`src/rtl/arm_datapath_pkg.sv`:
```
// Shared encodings for the multicycle ARM-subset datapath: mux selects,
// ALU operations, immediate forms and ALUFlags bit positions.
package arm_datapath_pkg;

  localparam logic [2:0] ALU_ADD = 3'b000;
  localparam logic [2:0] ALU_SUB = 3'b001;
  localparam logic [2:0] ALU_AND = 3'b010;
  localparam logic [2:0] ALU_ORR = 3'b011;
  localparam logic [2:0] ALU_EOR = 3'b100;
  localparam logic [2:0] ALU_MOV = 3'b101;

  localparam logic [1:0] IMM_8    = 2'b00;
  localparam logic [1:0] IMM_12   = 2'b01;
  localparam logic [1:0] IMM_BR   = 2'b10;
  localparam logic [1:0] IMM_ZERO = 2'b11;

  localparam logic [1:0] SRCA_A      = 2'b00;
  localparam logic [1:0] SRCA_PC     = 2'b01;
  localparam logic [1:0] SRCA_ALUOUT = 2'b10;
  localparam logic [1:0] SRCA_ZERO   = 2'b11;

  localparam logic [1:0] SRCB_WD   = 2'b00;
  localparam logic [1:0] SRCB_IMM  = 2'b01;
  localparam logic [1:0] SRCB_FOUR = 2'b10;
  localparam logic [1:0] SRCB_ZERO = 2'b11;

  localparam logic [1:0] RES_ALUOUT = 2'b00;
  localparam logic [1:0] RES_DATA   = 2'b01;
  localparam logic [1:0] RES_ALU    = 2'b10;
  localparam logic [1:0] RES_ALU2   = 2'b11;

  localparam int FLAG_N = 3;
  localparam int FLAG_Z = 2;
  localparam int FLAG_C = 1;
  localparam int FLAG_V = 0;

  localparam logic [3:0] PC_REG = 4'd15;

endpackage

```
`src/rtl/arm_regfile.sv`:
```
// R0-R14 register file: two combinational read ports, one synchronous write
// port; address 15 reads the externally supplied r15 value and ignores writes.
module arm_regfile
  import arm_datapath_pkg::*;
(
  input  logic        clk,
  input  logic        reset,
  input  logic        we3,
  input  logic [3:0]  ra1,
  input  logic [3:0]  ra2,
  input  logic [3:0]  wa3,
  input  logic [31:0] wd3,
  input  logic [31:0] r15,
  output logic [31:0] rd1,
  output logic [31:0] rd2
);

  logic [31:0] rf_q [15];
  logic [31:0] rf_d [15];

  always_comb begin
    rf_d = rf_q;
    if (we3 && (wa3 != PC_REG)) rf_d[wa3] = wd3;
  end

  always_ff @(posedge clk or posedge reset) begin
    if (reset) begin
      for (int i = 0; i < 15; i++) rf_q[i] <= '0;
    end else begin
      rf_q <= rf_d;
    end
  end

  // Reads see pre-edge contents, so a same-cycle write is not forwarded.
  assign rd1 = (ra1 == PC_REG) ? r15 : rf_q[ra1];
  assign rd2 = (ra2 == PC_REG) ? r15 : rf_q[ra2];

endmodule

```
`src/rtl/arm_datapath.sv`:
```
// Multicycle ARM-subset datapath driven by per-cycle control strobes.
// Define ROT_IMM_EN to make ImmSrc=00 produce the rotated data-processing immediate.
module arm_datapath
  import arm_datapath_pkg::*;
(
  input  logic        clk,
  input  logic        reset,
  output logic [31:0] Adr,
  output logic [31:0] WriteData,
  input  logic [31:0] ReadData,
  output logic [31:0] Instr,
  output logic [3:0]  ALUFlags,
  input  logic        PCWrite,
  input  logic        RegWrite,
  input  logic        IRWrite,
  input  logic        AdrSrc,
  input  logic [1:0]  RegSrc,
  input  logic [1:0]  ALUSrcA,
  input  logic [1:0]  ALUSrcB,
  input  logic [1:0]  ResultSrc,
  input  logic [1:0]  ImmSrc,
  input  logic [2:0]  ALUControl
);

  logic [31:0] pc_q, pc_d, instr_q, instr_d, data_q, data_d;
  logic [31:0] a_q, a_d, wd_q, wd_d, aluout_q, aluout_d;
  logic [31:0] rd1, rd2, ext_imm, src_a, src_b, alu_result, result;
  logic [3:0]  ra1, ra2;

`ifdef ROT_IMM_EN
  function automatic logic [31:0] rot_imm(input logic [11:0] f);
    return 32'({2{24'd0, f[7:0]}} >> {f[11:8], 1'b0});
  endfunction
`endif

  // Returns {flags, result}; C/V are only meaningful for ADD/SUB.
  function automatic logic [35:0] alu_eval(input logic [31:0] a, input logic [31:0] b,
                                           input logic [2:0] ctl);
    logic        sub, arith;
    logic [31:0] bb, y;
    logic [32:0] sum;
    logic [3:0]  f;
    sub   = (ctl == ALU_SUB);
    arith = (ctl == ALU_ADD) || sub || (ctl > ALU_MOV);
    bb    = sub ? ~b : b;
    sum   = {1'b0, a} + {1'b0, bb} + {32'd0, sub};
    case (ctl)
      ALU_AND: y = a & b;
      ALU_ORR: y = a | b;
      ALU_EOR: y = a ^ b;
      ALU_MOV: y = b;
      default: y = sum[31:0];
    endcase
    f[FLAG_N] = y[31];
    f[FLAG_Z] = (y == 32'd0);
    f[FLAG_C] = arith & sum[32];
    f[FLAG_V] = arith & (a[31] == bb[31]) & (sum[31] != a[31]);
    return {f, y};
  endfunction

  assign ra1 = RegSrc[0] ? PC_REG : instr_q[19:16];
  assign ra2 = RegSrc[1] ? instr_q[15:12] : instr_q[3:0];

  arm_regfile u_regfile (
    .clk   (clk),
    .reset (reset),
    .we3   (RegWrite),
    .ra1   (ra1),
    .ra2   (ra2),
    .wa3   (instr_q[15:12]),
    .wd3   (result),
    .r15   (result),
    .rd1   (rd1),
    .rd2   (rd2)
  );

  always_comb begin
    ext_imm = '0;
    case (ImmSrc)
`ifdef ROT_IMM_EN
      IMM_8:    ext_imm = rot_imm(instr_q[11:0]);
`else
      IMM_8:    ext_imm = {24'd0, instr_q[7:0]};
`endif
      IMM_12:   ext_imm = {20'd0, instr_q[11:0]};
      IMM_BR:   ext_imm = {{6{instr_q[23]}}, instr_q[23:0], 2'b00};
      IMM_ZERO: ext_imm = '0;
    endcase

    src_a = '0;
    case (ALUSrcA)
      SRCA_A:      src_a = a_q;
      SRCA_PC:     src_a = pc_q;
      SRCA_ALUOUT: src_a = aluout_q;
      SRCA_ZERO:   src_a = '0;
    endcase

    src_b = '0;
    case (ALUSrcB)
      SRCB_WD:   src_b = wd_q;
      SRCB_IMM:  src_b = ext_imm;
      SRCB_FOUR: src_b = 32'd4;
      SRCB_ZERO: src_b = '0;
    endcase

    {ALUFlags, alu_result} = alu_eval(src_a, src_b, ALUControl);

    result = alu_result;
    case (ResultSrc)
      RES_ALUOUT:         result = aluout_q;
      RES_DATA:           result = data_q;
      RES_ALU, RES_ALU2:  result = alu_result;
    endcase
  end

  assign Adr       = AdrSrc ? result : pc_q;
  assign Instr     = instr_q;
  assign WriteData = wd_q;

  always_comb begin
    pc_d     = PCWrite ? result : pc_q;
    instr_d  = IRWrite ? ReadData : instr_q;
    data_d   = ReadData;
    a_d      = rd1;
    wd_d     = rd2;
    aluout_d = alu_result;
  end

  // Architectural and non-architectural latches share one clock edge.
  always_ff @(posedge clk or posedge reset) begin
    if (reset) begin
      pc_q     <= '0;
      instr_q  <= '0;
      data_q   <= '0;
      a_q      <= '0;
      wd_q     <= '0;
      aluout_q <= '0;
    end else begin
      pc_q     <= pc_d;
      instr_q  <= instr_d;
      data_q   <= data_d;
      a_q      <= a_d;
      wd_q     <= wd_d;
      aluout_q <= aluout_d;
    end
  end

endmodule

```
`config.mk`:
```
export PLATFORM = sky130hd
export DESIGN_NAME = arm_datapath
export DESIGN_NICKNAME = d
export VERILOG_FILES = /design/src/rtl/arm_datapath_pkg.sv /design/src/rtl/arm_regfile.sv /design/src/rtl/arm_datapath.sv
export SDC_FILE = /design/constraint.sdc
export NUM_CORES = 2
export LEC_CHECK = 0
export CAP_MARGIN = 40
export CORE_MARGIN = 2
export CORE_UTILIZATION = 37
export DETAILED_ROUTE_END_ITERATION = 10
export PLACE_DENSITY = 0.51
export SLEW_MARGIN = 20
export SYNTH_ARGS = -nofsm -noshare
export SYNTH_HDL_FRONTEND = slang
export SYNTH_SLANG_ARGS = --single-unit
```
`constraint.sdc`:
```
create_clock -name clk -period 31 [get_ports clk]
set_clock_uncertainty 0.2 [all_clocks]
set_input_delay 7.75 -clock clk [delete_from_list [all_inputs] [get_ports clk]]
set_output_delay 7.75 -clock clk [all_outputs]
set_load 0.005 [all_outputs]
```
==> results.py <==
metrics = {
    "logic_synthesis": {
        "synthMuxAreaShare_pct": 12.4,
        "syn_avg_cell_area_um2": 8.74,
        "seq_area_frac_synth_pct": 44.2,
        "synth_fp_nets": 4504,
        "async_reset_ff_share_pct": 100,
        "synth_compound_area_share_pct": 18.6,
        "synthFlopType": "dfrtp_1",
        "synth-simple-area-share_pct": 15.6,
        "synth_edf_count": 0,
        "ys_seq_elements": 672,
        "yosysWarnings": 0,
        "synth_area_um2": 38100,
        "synthXorXnorAreaFrac_pct": 1.04,
        "synth_cell_types": 84,
        "synth_top_family_by_area": "compound AO/OA/AOI/OAI gates",
        "synth_cells": 4357,
        "synth_adder_area_share_pct": 3.17,
    },
    "cells_and_area": {
        "final_layout_size_suffix_gt1_share_pct": 10.5,
        "fill_cells": 10100,
        "final_core_util_pct": 43.3,
        "layout-area-overhead-vs-synth_pct": 15.9,
        "diodes": 0,
        "stdcell_count": 5770,
        "nets": 4485,
    },
    "clock_tree": {
        "cts_tree": "yes",
        "ctsRootBufferMaster": "clkbuf_16",
        "cts_setup_buffers": 0,
        "cts_buffer_depth": 3,
        "cts_made_buffers": 78,
        "h-tree-depth": 3,
        "clock-sinks": 672,
        "hold_buffers": 0,
        "clkTransAtPathRegs_ps": 60,
        "clock_latency_ps": 650,
        "cts.repair.resized": 0,
    },
    "die": {
        "core.rowCount": 117,
        "io_pins": 151,
        "die_h_um": 325,
        "die_x_um": 325,
        "die_area_um2": 105000,
        "core-area_um2": 102000,
        "start_util_pct": 37.4,
    },
    "detailed_routing": {
        "via_per_inst": 5.72,
        "vias": 33000,
        "routed_wl_um": 153000,
        "dr.pass1.iters": 5,
        "drt_iter0_drc": 3123,
        "route.detailed.drc": 0,
        "antenna_left": 0,
        "wl_per_cell_um": 26.4,
    },
    "critical_path": {
        "crit_type": "primary input to primary output",
        "required_ps": 23050,
        "cp.arrival_ps": 14080,
        "crit_path_start_kind": "primary input",
        "crit_fanout": 15,
        "end_kind": "primary output",
    },
    "status": {
        "status": "finished, final reports clean",
    },
    "place": {
        "gp_congestion": 0.939,
        "dp_hpwl_um": 98300,
        "port_buffers": 150,
        "dp_cells": 5621,
    },
    "global_route": {
        "grtUsageTotal_pct": 28.5,
        "busiest_layer": "met2",
        "grt_pass1_vias": 31600,
        "met1_usage_pct": 39.7,
        "grt_max_degree": 172,
        "grt_pass1_wl_um": 224000,
        "use_met2_pct": 44.6,
        "grt_util_met3_pct": 4.87,
        "antenna_found_initial": 2,
        "gr-total-overflow": 0,
    },
    "sta": {
        "setup-violations-final": 0,
        "finalSetupTns_ps": 0,
        "slew_violations": 0,
        "finalCriticalPeriod_ps": 22030,
        "tightestPinTransition_ps": 1000,
        "final_hold_viol_count": 0,
        "slew_headroom_pct": 33.3,
        "max_freq_mhz": 45.4,
        "timing.final.crit_share_pct": 71.1,
        "rsz0062_at_grt": "no",
    },
    "pwr": {
        "ir_drop_mv": 0.0446,
        "power_density_nw_per_um2": 82.2,
        "p_leak_nw": 19.9,
    },
    "flow_run": {
        "cap_violations": 0,
    },
    "hold_path": {
        "hold_path_class": "register to register",
    },
}
sequential cells by signal, summed over array words and instances (netlist names):
| signal | flops |
|---|---|
| u_regfile.rf_q | 480 |
| Instr | 32 |
| WriteData | 32 |
| a_q | 32 |
| aluout_q | 32 |
| data_q | 32 |
| pc_q | 32 |
per-layer routing:
layer | up-vias | wire, µm
met5 | - | 19
met4 | 4 | 5610
met3 | 260 | 10500
met2 | 1221 | 69100
met1 | 16300 | 67300
li1 | 15200 | -
critical path, stage by stage:
cell and delay (ps):
clkdlybuf4s50_1 670, nor2_1 290, and2_1 500, buf_4 430
xnor2_1 120, ha_1 440, a21oi_1 180, o32ai_1 570
nor3_1 130, a21oi_1 550, o211ai_1 170, and3_1 200
nor4b_1 410, nor4bb_1 510, nand4_1 180, nor4_1 350
clkdlybuf4s50_1 590
area by class of cell:
type	instances	area [µm²]	area share, %
Clock buffer	110	2280	5.16
Clock inverter	34	494	1.12
Inverter	116	443	1.00
Multi-Input combinational cell	3194	19600	44.4
Sequential cell	672	16800	38.1
Tap cell	1368	1710	3.88
Timing Repair Buffer	276	2770	6.28
placed cells by master, fill, tap and decap left out, drive strengths merged, types with 15 or more instances in the layout:
| cell type | instances |
|---|---|
| a211oi | 15 |
| a21o | 48 |
| a21oi | 222 |
| a221oi | 33 |
| a22oi | 39 |
| a311oi | 18 |
| a31oi | 43 |
| and3 | 27 |
| buf | 133 |
| clkbuf | 110 |
| clkdlybuf4s50 | 143 |
| clkinv | 15 |
| dfrtp | 672 |
| ha | 95 |
| inv | 118 |
| mux2 | 100 |
| mux2i | 303 |
| mux4 | 25 |
| nand2 | 935 |
| nand2b | 16 |
| nand3 | 200 |
| nor2 | 159 |
| nor3 | 15 |
| o21ai | 635 |
| o221ai | 49 |
| o22ai | 38 |
| xnor2 | 40 |
cell usage after synthesis (all sizes together) (6+ instances only):
cell,number,area [µm²]
dfrtp,672,16800
mux4,25,563
nand4,12,75.1
o21a,6,52.6
ha,95,1190
o22a,9,78.8
mux2i,303,3040
xnor2,40,350
o21ai,635,3180
a22oi,39,293
or3,6,37.5
a31oi,43,269
a21o,48,360
nor2,159,597
inv,116,435
and3,27,169
a311oi,18,175
nand2,935,3510
o211ai,9,67.6
o221ai,49,429
a221oi,33,302
and2,9,56.3
nand3,200,1000
a21oi,222,1170
clkbuf,312,1170
o22ai,38,238
nor2b,9,56.3
buf,63,274
nor3,15,80.1
mux2,100,1130
a211oi,15,113
nand2b,16,100
path summary, 6_finish.rpt:
path                                           from                   to  slack (ps)  cells after the start
worst max-delay path                  ALUControl[1]          ALUFlags[2]        8970                     17
worst min-delay path            u_regfile.rf_q[128]  u_regfile.rf_q[128]         300                      2
worst max register to register             Instr[3]              a_q[27]       25760                     14
worst min register to register  u_regfile.rf_q[128]  u_regfile.rf_q[128]         300                      2
max in group asynchronous                     reset  u_regfile.rf_q[120]       21320                      7
min in group asynchronous                     reset           data_q[18]        7200                      2
kinds of logic after synthesis:
| group | after synthesis |
|---|---|
| AOI/OAI and AO/OA | 1203 |
| and+or+nand+nor | 1422 |
| adders and majority gates | 96 |
| xor gates and xnor gates | 45 |
| buffers and inverters | 491 |
| muxes | 428 |
| DFF | 672 |
power breakdown:
group	total, mW	switching (mW)	internal, mW
clock network	1.00	0.395	0.606
logic	1.17	0.698	0.474
registers	1.46	0.268	1.19
per-stage QoR:
stage	hold WS (ps)	total power, mW	setup slack (ps)	area [µm²]
6_report	298	3.63	8970	44100
5_1_grt	326	3.85	8590	44100
4_1_cts	302	3.63	8850	44000
3_5_place_dp	287	2.62	8900	41200
3_3_place_gp	279	2.60	8790	40800
2_1_floorplan	261	2.14	4210	38100
No activity file was read; power rests on OpenSTA's default activity.
